## src/rtl/alu_pkg.sv

```systemverilog
// Shared op-code and driver state definitions for the ALU driver and other MiniMIPS control blocks.
package alu_pkg;

  typedef enum logic [2:0] {
    OP_ADD  = 3'b000,
    OP_XOR  = 3'b001,
    OP_SUB  = 3'b010,
    OP_MULT = 3'b011,
    OP_SLT  = 3'b100,
    OP_NOR  = 3'b101,
    OP_AND  = 3'b110,
    OP_OR   = 3'b111
  } alu_op_e;

  typedef enum logic [1:0] {
    S_IDLE = 2'd0,
    S_EXEC = 2'd1,
    S_MULT = 2'd2,
    S_RESP = 2'd3
  } drv_state_e;

endpackage

```

## src/rtl/alu_mult_seq.sv

```systemverilog
// Sequential shift-add multiplier: one partial product per cycle for 32 cycles after a start pulse.
module alu_mult_seq
  import alu_pkg::*;
#(
  parameter int XLEN = 32
) (
  input  logic            clk,
  input  logic            rst_n,
  input  logic            i_start,
  input  logic [XLEN-1:0] i_a,
  input  logic [XLEN-1:0] i_b,
  output logic            o_done,
  output logic [XLEN-1:0] o_product
);

  logic [XLEN-1:0] r_mcand;
  logic [XLEN-1:0] r_mplier;
  logic [XLEN-1:0] r_acc;
  logic [4:0]      r_cnt;
  logic            r_run;
  logic [XLEN-1:0] w_addend;
  logic [XLEN-1:0] w_acc_next;

  assign w_addend   = r_mplier[0] ? r_mcand : '0;
  assign w_acc_next = r_acc + w_addend;

  // Done is raised during the final step so the driver captures the product on the same edge.
  assign o_done    = r_run && (r_cnt == 5'd31);
  assign o_product = w_acc_next;

  always_ff @(posedge clk or negedge rst_n) begin
    if (!rst_n) begin
      r_mcand  <= '0;
      r_mplier <= '0;
      r_acc    <= '0;
      r_cnt    <= '0;
      r_run    <= 1'b0;
    end else if (i_start) begin
      r_mcand  <= i_a;
      r_mplier <= i_b;
      r_acc    <= '0;
      r_cnt    <= '0;
      r_run    <= 1'b1;
    end else if (r_run) begin
      r_acc    <= w_acc_next;
      r_mcand  <= r_mcand << 1;
      r_mplier <= r_mplier >> 1;
      r_cnt    <= r_cnt + 5'd1;
      if (r_cnt == 5'd31) r_run <= 1'b0;
    end
  end

endmodule

```

## src/rtl/alu_driver.sv

```systemverilog
// Request/response front end for an external combinational ALU, with multiply done locally.
// state  | meaning
// S_IDLE | ready for a request
// S_EXEC | external ALU driven, result captured at end of cycle
// S_MULT | shift-add multiply running (32 cycles)
// S_RESP | result held until consumer takes it
module alu_driver
  import alu_pkg::*;
#(
  parameter int XLEN = 32
) (
  input  logic            clk,
  input  logic            rst_n,
  input  logic            req_valid,
  output logic            req_ready,
  input  logic [2:0]      req_op,
  input  logic [XLEN-1:0] req_a,
  input  logic [XLEN-1:0] req_b,
  output logic [XLEN-1:0] alu_a,
  output logic [XLEN-1:0] alu_b,
  output logic [2:0]      alu_s,
  input  logic [XLEN-1:0] alu_r,
  output logic            rsp_valid,
  input  logic            rsp_ready,
  output logic [XLEN-1:0] rsp_data,
  output logic            busy
);

  drv_state_e      r_state;
  logic [XLEN-1:0] r_alu_a;
  logic [XLEN-1:0] r_alu_b;
  logic [2:0]      r_alu_s;
  logic [XLEN-1:0] r_rsp_data;
  logic            r_rsp_valid;
  logic            w_accept;
  logic            w_mult_start;
  logic            w_mult_done;
  logic [XLEN-1:0] w_product;

  // Ready drops combinationally with reset so nothing is accepted while it is held.
  assign req_ready    = (r_state == S_IDLE) && rst_n;
  assign busy         = (r_state != S_IDLE);
  assign w_accept     = req_valid && req_ready;
  assign w_mult_start = w_accept && (req_op == OP_MULT);

  assign alu_a     = r_alu_a;
  assign alu_b     = r_alu_b;
  assign alu_s     = r_alu_s;
  assign rsp_valid = r_rsp_valid;
  assign rsp_data  = r_rsp_data;

  alu_mult_seq #(.XLEN(XLEN)) u_mult (
    .clk       (clk),
    .rst_n     (rst_n),
    .i_start   (w_mult_start),
    .i_a       (req_a),
    .i_b       (req_b),
    .o_done    (w_mult_done),
    .o_product (w_product)
  );

  always_ff @(posedge clk or negedge rst_n) begin
    if (!rst_n) begin
      r_state     <= S_IDLE;
      r_alu_a     <= '0;
      r_alu_b     <= '0;
      r_alu_s     <= OP_ADD;
      r_rsp_data  <= '0;
      r_rsp_valid <= 1'b0;
    end else begin
      case (r_state)
        S_IDLE: begin
          if (w_accept) begin
            r_alu_a <= req_a;
            r_alu_b <= req_b;
            if (req_op == OP_MULT) begin
              r_state <= S_MULT;
            end else begin
              r_alu_s <= req_op;
              r_state <= S_EXEC;
            end
          end
        end
        S_EXEC: begin
          r_rsp_data  <= alu_r;
          r_rsp_valid <= 1'b1;
          r_alu_s     <= OP_ADD;
          r_state     <= S_RESP;
        end
        S_MULT: begin
          if (w_mult_done) begin
            r_rsp_data  <= w_product;
            r_rsp_valid <= 1'b1;
            r_state     <= S_RESP;
          end
        end
        S_RESP: begin
          if (rsp_ready) begin
            r_rsp_valid <= 1'b0;
            r_state     <= S_IDLE;
          end
        end
        default: r_state <= S_IDLE;
      endcase
    end
  end

endmodule
```

## config.mk

```make
export PLATFORM = sky130hd
export DESIGN_NAME = alu_driver
export DESIGN_NICKNAME = d
export VERILOG_FILES = /design/src/rtl/alu_pkg.sv /design/src/rtl/alu_mult_seq.sv /design/src/rtl/alu_driver.sv
export SDC_FILE = /design/constraint.sdc
export NUM_CORES = 1
export LEC_CHECK = 0
export ABC_AREA = 1
export BUFFER_PORTS_ARGS = -buffer_cell sky130_fd_sc_hd__buf_2
export CAP_MARGIN = 20
export CORE_MARGIN = 8
export CORE_UTILIZATION = 50
export CTS_CLUSTER_DIAMETER = 40
export CTS_CLUSTER_SIZE = 10
export DETAILED_ROUTE_END_ITERATION = 8
export PLACE_DENSITY = 0.82
export SLEW_MARGIN = 0
export SYNTH_ARGS = -nofsm -noshare
export SYNTH_HDL_FRONTEND = slang
export SYNTH_SLANG_ARGS = --single-unit
```

## constraint.sdc

```tcl
create_clock -name clk -period 3.3 [get_ports clk]
set_input_delay 0.66 -clock clk [delete_from_list [all_inputs] [get_ports clk]]
set_output_delay 0.66 -clock clk [all_outputs]
set_load 0.02 [all_outputs]
```

# --- Word level (Yosys, flattened, before mapping) ---
# Cells that the tools add are included.
totals:
  ff_bits: 204
  input_bits: 103
  elab_cells: 62
op_classes:
  n_addsub: 2
  eq_ne: 9
  mux: 25
  n_reduce_logical: 15
ops:
  columns: ["op", "count"]
  rows:
  - ["$mux 32", 8]
  - ["$pmux 32 s2", 1]
  - ["$add 32x32->32", 1]
  - ["$mux 5", 2]
  - ["$reduce_and 3->1", 3]
  - ["$mux 2", 4]
  - ["$pmux 2 s4", 1]
  - ["$reduce_bool 2->1", 4]
  - ["$mux 3", 2]
  - ["$ne 2x2->1 const B", 3]
  - ["$pmux 3 s2", 1]
  - ["$add 5x1->5 const B", 1]
  - ["$eq 5x5->1 const B", 1]
  - ["$mux 1", 5]
  - ["$eq 2x2->1 const B", 2]
  - ["$logic_and 1x1->1", 4]
  - ["$reduce_and 2->1", 2]
  - ["$eq 3x2->1 const B", 1]
  - ["$pmux 1 s3", 1]
  - ["$reduce_bool 3->1", 1]
  - ["$eq 2x1->1 const B", 1]
  - ["$logic_not 2->1", 1]
  - ["$ne 2x1->1 const B", 1]

# --- Logic depth before layout (Yosys ltp) ---
# Gate-level depths: netlist of the first run.
logic_depth:
  word_depth: 5
  mapped_depth: 18
  ltp_nobuf: 16

# --- Modules after synthesis ---
# Synthesis of the first run repeated with hierarchy kept, for this count alone.
hier_totals:
  hier_cells: 1599
  area_unflattened_um2: 11532.3
modules_own_cells:
  columns: ["module", "instances", "cells_each", "area_each_um2", "seq_area_each_um2"]
  rows:
  - ["alu_mult_seq", 1, 1025, 7025.5, 2552.4]
  - ["alu_driver", 1, 574, 4506.8, 2552.4]

# --- Least setup slack after synthesis of the first run ---
# OpenSTA, ideal clock, no wires.
synth_path:
  path_type: "register to register"
  startpoint: "register u_mult.r_mplier[0]"
  endpoint: "register r_rsp_data[29] (netlist: rsp_data[29])"
  setup_time_ps: 116
  t_arrival_ps: 2170
  required_ps: 3184
  slack_ps: 1014
  path_stages_with_launch: 18
  n_path_buf: 3
  period_less_slack_ps: 2286
  path_cell_list: "dfrtp_1 > clkbuf_1 > clkbuf_1 > nand2_1 > inv_1 > ha_1 > clkbuf_2 > or2_2 > nand3_1 > nand2_1 > nand2_1 > nand2_1 > nand2_1 > nand2_1 > nand2_1 > nand3_1 > nand2_1 > nand2_1"
synth_between:
  elab_chain_len: 4
synth_lines:
  columns: ["element", "line", "text"]
  rows:
  - ["from (decl)", "alu_mult_seq.sv:17", "logic [XLEN-1:0] r_mplier;"]
  - ["from (signal assigned)", "alu_mult_seq.sv:40", "r_mplier <= i_b;"]
  - ["from (signal assigned)", "alu_mult_seq.sv:47", "r_mplier <= r_mplier >> 1;"]
  - ["$mux 32", "alu_mult_seq.sv:24", "assign w_addend = r_mplier[0] ? r_mcand : '0;"]
  - ["$add 32x32->32", "alu_mult_seq.sv:25", "assign w_acc_next = r_acc + w_addend;"]
  - ["$mux 32", "alu_driver.sv:91", "if (w_mult_done) begin"]
  - ["$pmux 32 s2", "alu_driver.sv:71", "case (r_state)"]
  - ["to (signal assigned)", "alu_driver.sv:85", "r_rsp_data <= alu_r;"]
  - ["to (signal assigned)", "alu_driver.sv:92", "r_rsp_data <= w_product;"]
  - ["to (decl)", "alu_driver.sv:33", "logic [XLEN-1:0] r_rsp_data;"]
# Every way passes these cells. The select of a mux whose other input is x is not followed.
# A chain may end at the register's enable or synchronous reset.

# --- Final worst setup path of the first run ---
layout_path:
  startpoint: "register r_state[0]"
  endpoint: "register u_mult.r_mcand[29]"
layout_between:
  elab_chain_len: 5
layout_lines:
  columns: ["element", "line", "text"]
  rows:
  - ["from (decl)", "alu_driver.sv:29", "drv_state_e r_state;"]
  - ["from (signal assigned)", "alu_driver.sv:64", "r_state <= S_IDLE;"]
  - ["from (signal assigned)", "alu_driver.sv:77", "r_state <= S_MULT;"]
  - ["from (signal assigned)", "alu_driver.sv:80", "r_state <= S_EXEC;"]
  - ["$logic_not 2->1 *", "alu_driver.sv:41", "assign req_ready = (r_state == S_IDLE) && rst_n;"]
  - ["$logic_and 1x1->1 *", "alu_driver.sv:41", null]
  - ["$logic_and 1x1->1 *", "alu_driver.sv:43", "assign w_accept = req_valid && req_ready;"]
  - ["$logic_and 1x1->1 *", "alu_driver.sv:44", "assign w_mult_start = w_accept && (req_op == OP_MULT);"]
  - ["$mux 32 or $reduce_bool 2->1 (tied branches)", null, null]
  - ["to (signal assigned)", "alu_mult_seq.sv:39", "r_mcand <= i_a;"]
  - ["to (signal assigned)", "alu_mult_seq.sv:46", "r_mcand <= r_mcand << 1;"]
  - ["to (decl)", "alu_mult_seq.sv:16", "logic [XLEN-1:0] r_mcand;"]
# Mark *: on every way between the ends. The rest lies on a longest branch, timed or not.

==> results.cfg, run 1 <==
[logic_synthesis]
yosysSeqAreaShare_pct = 46.15
synth-edff-count = 0
synth.top_cells.by_area = dfrtp_1 (46%), nand2_1 (20%), inv_1 (7.9%)
netlist_instances = 1494
async_flop_share_pct = 100.0
synthAdderAreaFrac_pct = 4.366
ys_top_cells_by_count = nand2_1 (584), inv_1 (233), dfrtp_1 (204)
synth.distinct_cells = 40
synth.most_common_cell = nand2_1
yosysWarnings = 0
avgSynthCellArea_um2 = 7.404
synth_flop_cell = dfrtp_1
synthesis.area_um2 = 11060
yosys.area_share.xor_xnor_pct = 1.346
synthMuxAreaShare_pct = 0.1018
synth_compound_area_share_pct = 11.51
synth_top_area_share_pct = 46.15
synth-seq-cells = 204
yosysTopAreaCell = dfrtp_1
syn-num-nets = 1635
synthSimpleGateAreaFrac_pct = 25.88
synth_top_family_by_area = simple AND/OR/NAND/NOR gates

[clocking]
cts_buffers = 34
cts-root-buf = clkbuf_16
ctsHtreeMaxLevel = 2
cts_sinks = 204
cts_hold_buf = 0
clk_latency_ps = 500
clk_pin_slew_ps = 50
ctsResizeCount = 0
postCtsSetupBuffers = 0
cts_buffer_depth = 3
tritoncts = done

[placed_design]
gp_congestion = 0.9158
numPortBuffers = 204
post-place-ws_ps = 682.5
hpwl_mm = 22.12

[route]
drtIter0Drc = 777
dr_total_vias = 10260
drcViolationCount = 0
drtPass1Iterations = 5
drtAntennaViolNets = 0
wl_mm = 31.32
routedWlPerCell_um = 15.77
vias_per_cell = 5.164

[finish]
multi_input_area_um2 = 4787
diodes = 0
drive_above_1_share_pct = 16.53
area_delta_synth_final_pct = 21.21
final_nets = 1828
fillers = 1910
seqCellArea_um2 = 5105

[sta]
holdWs_ps = 374.5
post-route-worst-setup-slack_ps = 646.8
max_freq_ghz = 0.3769
tightest_slew_ps = 971.3
clock_skew_ps = 17.54
setup_violations = 0
relSlewSlack_pct = 35.25
fin_crit_ps = 2653
rsz0062_at_grt = false
hold_viol_final = 0
slew_viol_final = 0
fin_tns_setup_ps = 0
post-route-period-util_pct = 80.40

[global_routing]
antenna_found_initial = 0
grt_max_degree = 148
grt_use_total_pct = 23.05
grt_pass1_vias = 10260
grt_pass1_wl_mm = 50.79
grt_overflow = 0

[power_and_ir_drop]
power.total_mw = 12.70
p_per_area_nw_per_um2 = 947.1
leakage_nw = 7.666
irDropWorstVdd_v = 0.0006015

[critical_path]
crit_chain = inv_1 -> ha_1 -> nand2_1 -> inv_2 -> nand2_4 -> inv_6 -> nand2_4 -> inv_6 -> nor2_4 -> buf_4 -> nand2_1 -> o221ai_1
worst-path-max-fanout = 52
cp_data_arrival_time_ps = 3050
crit_type = reg -> reg
start_kind = flop
crit_slowest_cell = buf_4
worstPathRequired_ps = 3700
critPathCaptureType = flop
cpPeakStageDelay_ps = 600

[die]
die_h_um = 164.7
die_area_um2 = 27140
core_area_um2 = 21760
die_x_um = 164.7
ioPinCount = 205
row_count = 54
start_util_pct = 50.85

[worst_hold_path]
hp-class = in -> async

[run_status]
status = completed

[run]
cap_violations = 0
[cells in the final DEF, fill, tap and decap left out, drive strengths merged, types with 2 or more instances in the layout]
cell	synthesis	routed
clkinvlp	0	4
bufinv	0	5
dfrtp	204	204
ha	37	37
xor2	5	5
o21ai	86	86
o211ai	18	18
a21oi	32	32
nor2	92	92
buf	27	213
a22o	7	7
nor3	5	5
xnor2	12	12
clkbuf	30	40
a31oi	3	3
nand2	586	586
a22oi	10	10
o221ai	36	36
clkinv	0	5
and2	2	2
nand3	47	47
inv	240	242
o21a	4	4
a21o	3	3
[registers in the layout, indices dropped and copies added, names as in the netlist]
name             count
rsp_valid            1
alu_b               32
u_mult.r_acc        32
alu_a               32
u_mult.r_run         1
u_mult.r_mcand      32
r_state              2
alu_s                3
rsp_data            32
u_mult.r_cnt         5
u_mult.r_mplier     32
[through the flow]
stage	utilization (%)	std cells	area, um2
after floorplan	-	1494	11060
after global placement	56.40	1931	12270
after detailed placement	56.40	1931	12270
after CTS	61.63	1986	13410
after global routing	61.63	1986	13410
final	61.63	1986	13410
[worst max-delay path: cells and delay by family (launching register included)]
family / cells / cell delay [ps]
AOI/OAI and AO/OA: 1 / 100
and+or+nand+nor: 5 / 830
DFF: 1 / 380
buffers and inverters: 5 / 930
adders and majority gates: 1 / 290
[metal layers]
metal  GRT usage [%]  vias to the layer above  part of all wire, %
li1                -                     5037                    -
met1           30.66                     4730                   45
met2           36.35                      418                   44
met3           5.733                       70                  8.8
met4           7.494                        0                  2.6
met5               0                        -                    0
[cell type report]
cell class	count	area share (%)
multi-input combinational	993	35.70
tap	280	2.613
clock inverter	16	1.773
clock buffer	39	6.710
sequential	204	38.07
timing repair buffer	214	8.333
inverter	240	6.794
[logic make-up after synthesis]
group | count (synthesis)
fa+ha+maj | 38
xor+xnor | 17
mux | 1
buf+inv | 297
compound gates | 202
flops | 204
simple gates | 735
[path summary, 6_finish.rpt]
path,from,end,slack (ps),depth (start not counted)
max,r_state[0]$_DFFE_PN0P_,u_mult.r_mcand[29]$_DFFE_PN0P_,650,12
max in group asynchronous,rst_n,u_mult.r_mplier[3]$_DFFE_PN0P_,1680,3
max reg2reg,r_state[0]$_DFFE_PN0P_,u_mult.r_mcand[29]$_DFFE_PN0P_,650,12
min,rst_n,rsp_data[8]$_DFFE_PN0P_,370,2
min reg2reg,alu_b[31]$_DFFE_PN0P_,alu_b[31]$_DFFE_PN0P_,470,2
min in group clk,req_a[2],alu_a[2]$_DFFE_PN0P_,390,3
[power by group]
| part | internal (mW) | total (mW) | switching, mW |
|---|---|---|---|
| logic | 1.60 | 4.95 | 3.35 |
| clock network | 2.34 | 3.57 | 1.23 |
| registers | 3.56 | 4.18 | 0.621 |
| total | 7.50 | 12.7 | 5.20 |
Note: power is estimated with default switching activity, not from simulation.
==> run 2, diff against run 1 <==
Settings changed: PLACE_DENSITY 0.82 to 0.85.
Clock period 3.3 ns to 2.2 ns, I/O delays scaled along.
==> run 2 against run 1 <==
Compared with the run above: the run now ends with setup timing left; non-clock buffer count increased by 69; worst hold slack got worse by 310 ps; via count increased by 5.1%; global-route usage increased by 1.6 points; critical path type unchanged; die area unchanged; fmax increased by 18%; clock skew decreased by 0.79 ps; design area increased by 9.7%.
==> results.cfg, run 2 (synthesis results as in run 1) <==
[clocking]
clk_pin_slew_ps = 50
cts_hold_buf = 0
clk_latency_ps = 500
cts_buffers = 34
cts_sinks = 204
ctsHtreeMaxLevel = 2
cts-root-buf = clkbuf_16
cts_buffer_depth = 3
tritoncts = done

[critical_path]
cp-endpoint = rsp_data[12]$_DFFE_PN0P_
start_kind = flop
worstPathRequired_ps = 2590
worst-path-max-fanout = 6
startpoint = u_mult.r_mplier[0]$_DFFE_PN0P_
crit_type = reg -> reg
worstReg2RegEnd = rsp_data[12]$_DFFE_PN0P_
reg2regPathDepth = 13
cp_data_arrival_time_ps = 2630
critPathCaptureType = flop
rrSetupSlack_ps = -40
rr_startpoint = u_mult.r_mplier[0]$_DFFE_PN0P_

[sta]
tightest_slew_ps = 769.3
fin_tns_setup_ps = -238.5
slew_viol_final = 0
hold_viol_final = 0
clock_skew_ps = 16.75
setup_violations = 11
rsz0062_at_grt = true
fin_crit_ps = 2241
relSlewSlack_pct = 48.71
max_freq_ghz = 0.4461
post-route-period-util_pct = 101.9
post-route-worst-setup-slack_ps = -41.42

[die]
start_util_pct = 50.85
row_count = 54
die_h_um = 164.7
ioPinCount = 205
die_x_um = 164.7
die_area_um2 = 27140
core_area_um2 = 21760

[route]
met1Wirelength_mm = 14.28
drtIter0Drc = 1055
drtAntennaViolNets = 0
drcViolationCount = 0
vias_per_cell = 5.239
routedWlPerCell_um = 16.44
wl_mm = 33.81
wl_met2_mm = 15.59
drtPass1Iterations = 5
top_layer = met4
met3_length_mm = 3.099
dr_total_vias = 10780

[run_status]
status = finished, violations left
violations = setup timing

[power_and_ir_drop]
irDropWorstVdd_v = 0.0008641
leakage_nw = 8.106
p_per_area_nw_per_um2 = 1384
power.total_mw = 20.36

[worst_hold_path]
hp-class = in -> async

[global_routing]
grt_max_degree = 115
grt_pass1_vias = 10880
grt_use_total_pct = 24.68
grt_overflow = 0
antenna_found_initial = 1
grt_pass1_wl_mm = 54.09

[finish]
area_delta_synth_final_pct = 32.95
final_nets = 1897
final_common_cell = nand2_1
drive_above_1_share_pct = 26.97
layout_common_cells = nand2_1 (544), inv_1 (228), dfrtp_1 (203), buf_2 (203), o21ai_0 (78)
fin_area_um2 = 14710

[run]
cap_violations = 0

[placed_design]
post_dp_cell_area_um2 = 12790
gp_congestion = 0.9206
numPortBuffers = 204
hpwl_mm = 23.41
run 2: cell types whose count changed in the layout (fill, tap and decap cells not counted), sizes merged:
cell	previous run	this run
buf	213	282
clkinvlp	4	0
clkbuf	40	42
inv	242	241
clkinv	5	10
bufinv	5	4
diode	0	1
run 2: routing by layer:
metal	up-vias	global-route usage, %
met2	476	39.27
met5	-	0
met4	0	7.862
met3	68	5.683
li1	5191	-
met1	5042	32.89
run 2: stage by stage:
stage / hold WS (ps) / setup WS (ps) / std cells / util (%)
final: 68.11 / -41.42 / 2057 / 67.60
after detailed placement: 459.6 / -161.1 / 1993 / 58.77
after CTS: 72.05 / -13.46 / 2051 / 65.82
after floorplan: 144.4 / 3.842 / 1494 / -
after global routing: 98.37 / -212.7 / 2057 / 67.60
after global placement: 455.9 / -121.6 / 1993 / 58.77
run 2: report_power, final:
group | switching, mW | internal, mW
registers | 1.05 | 5.34
clock network | 1.85 | 3.41
logic | 5.46 | 3.25
run 2: how the worst min path moves through the flow:
stage,startpoint,to,slack (ps),depth (start not counted)
finish,rst_n,alu_b[31]$_DFFE_PN0P_,70,2
global route,rst_n,alu_a[3]$_DFFE_PN0P_,100,2
CTS,rst_n,alu_a[3]$_DFFE_PN0P_,70,2
detailed placement,alu_a[2]$_DFFE_PN0P_,alu_a[2]$_DFFE_PN0P_,460,2
global placement,rsp_data[26]$_DFFE_PN0P_,rsp_data[26]$_DFFE_PN0P_,460,2
floorplan,rst_n,alu_a[0]$_DFFE_PN0P_,140,0
run 2: layout make-up:
class / count / area, um2
inverter: 240 / 915.9
tap: 280 / 350.3
sequential: 204 / 5106
timing repair buffer: 283 / 1685
fill: 1686 / 7049
clock inverter: 15 / 216.5
antenna: 1 / 2.502
clock buffer: 41 / 907.1
multi-input combinational: 993 / 5523
run 2: critical path: stages (launching register included):
cell	delay [ps]
dfrtp_2	450
buf_4	170
nand2_1	80
inv_1	70
ha_4	280
nand2_1	100
buf_4	150
nor2_2	110
nand3_1	90
nand3b_1	160
buf_4	150
xnor2_2	120
a21o_1	140
nand2_1	40
run 2: what timing repair did:
| item | 4_1_cts | 5_1_grt |
|---|---|---|
| gates cloned | 0 | 0 |
| buffers inserted | 2 | 5 |
| pin swaps | 15 | 16 |
| setup endpoints to repair | 47 | 57 |
| gates resized for setup | 72 | 82 |
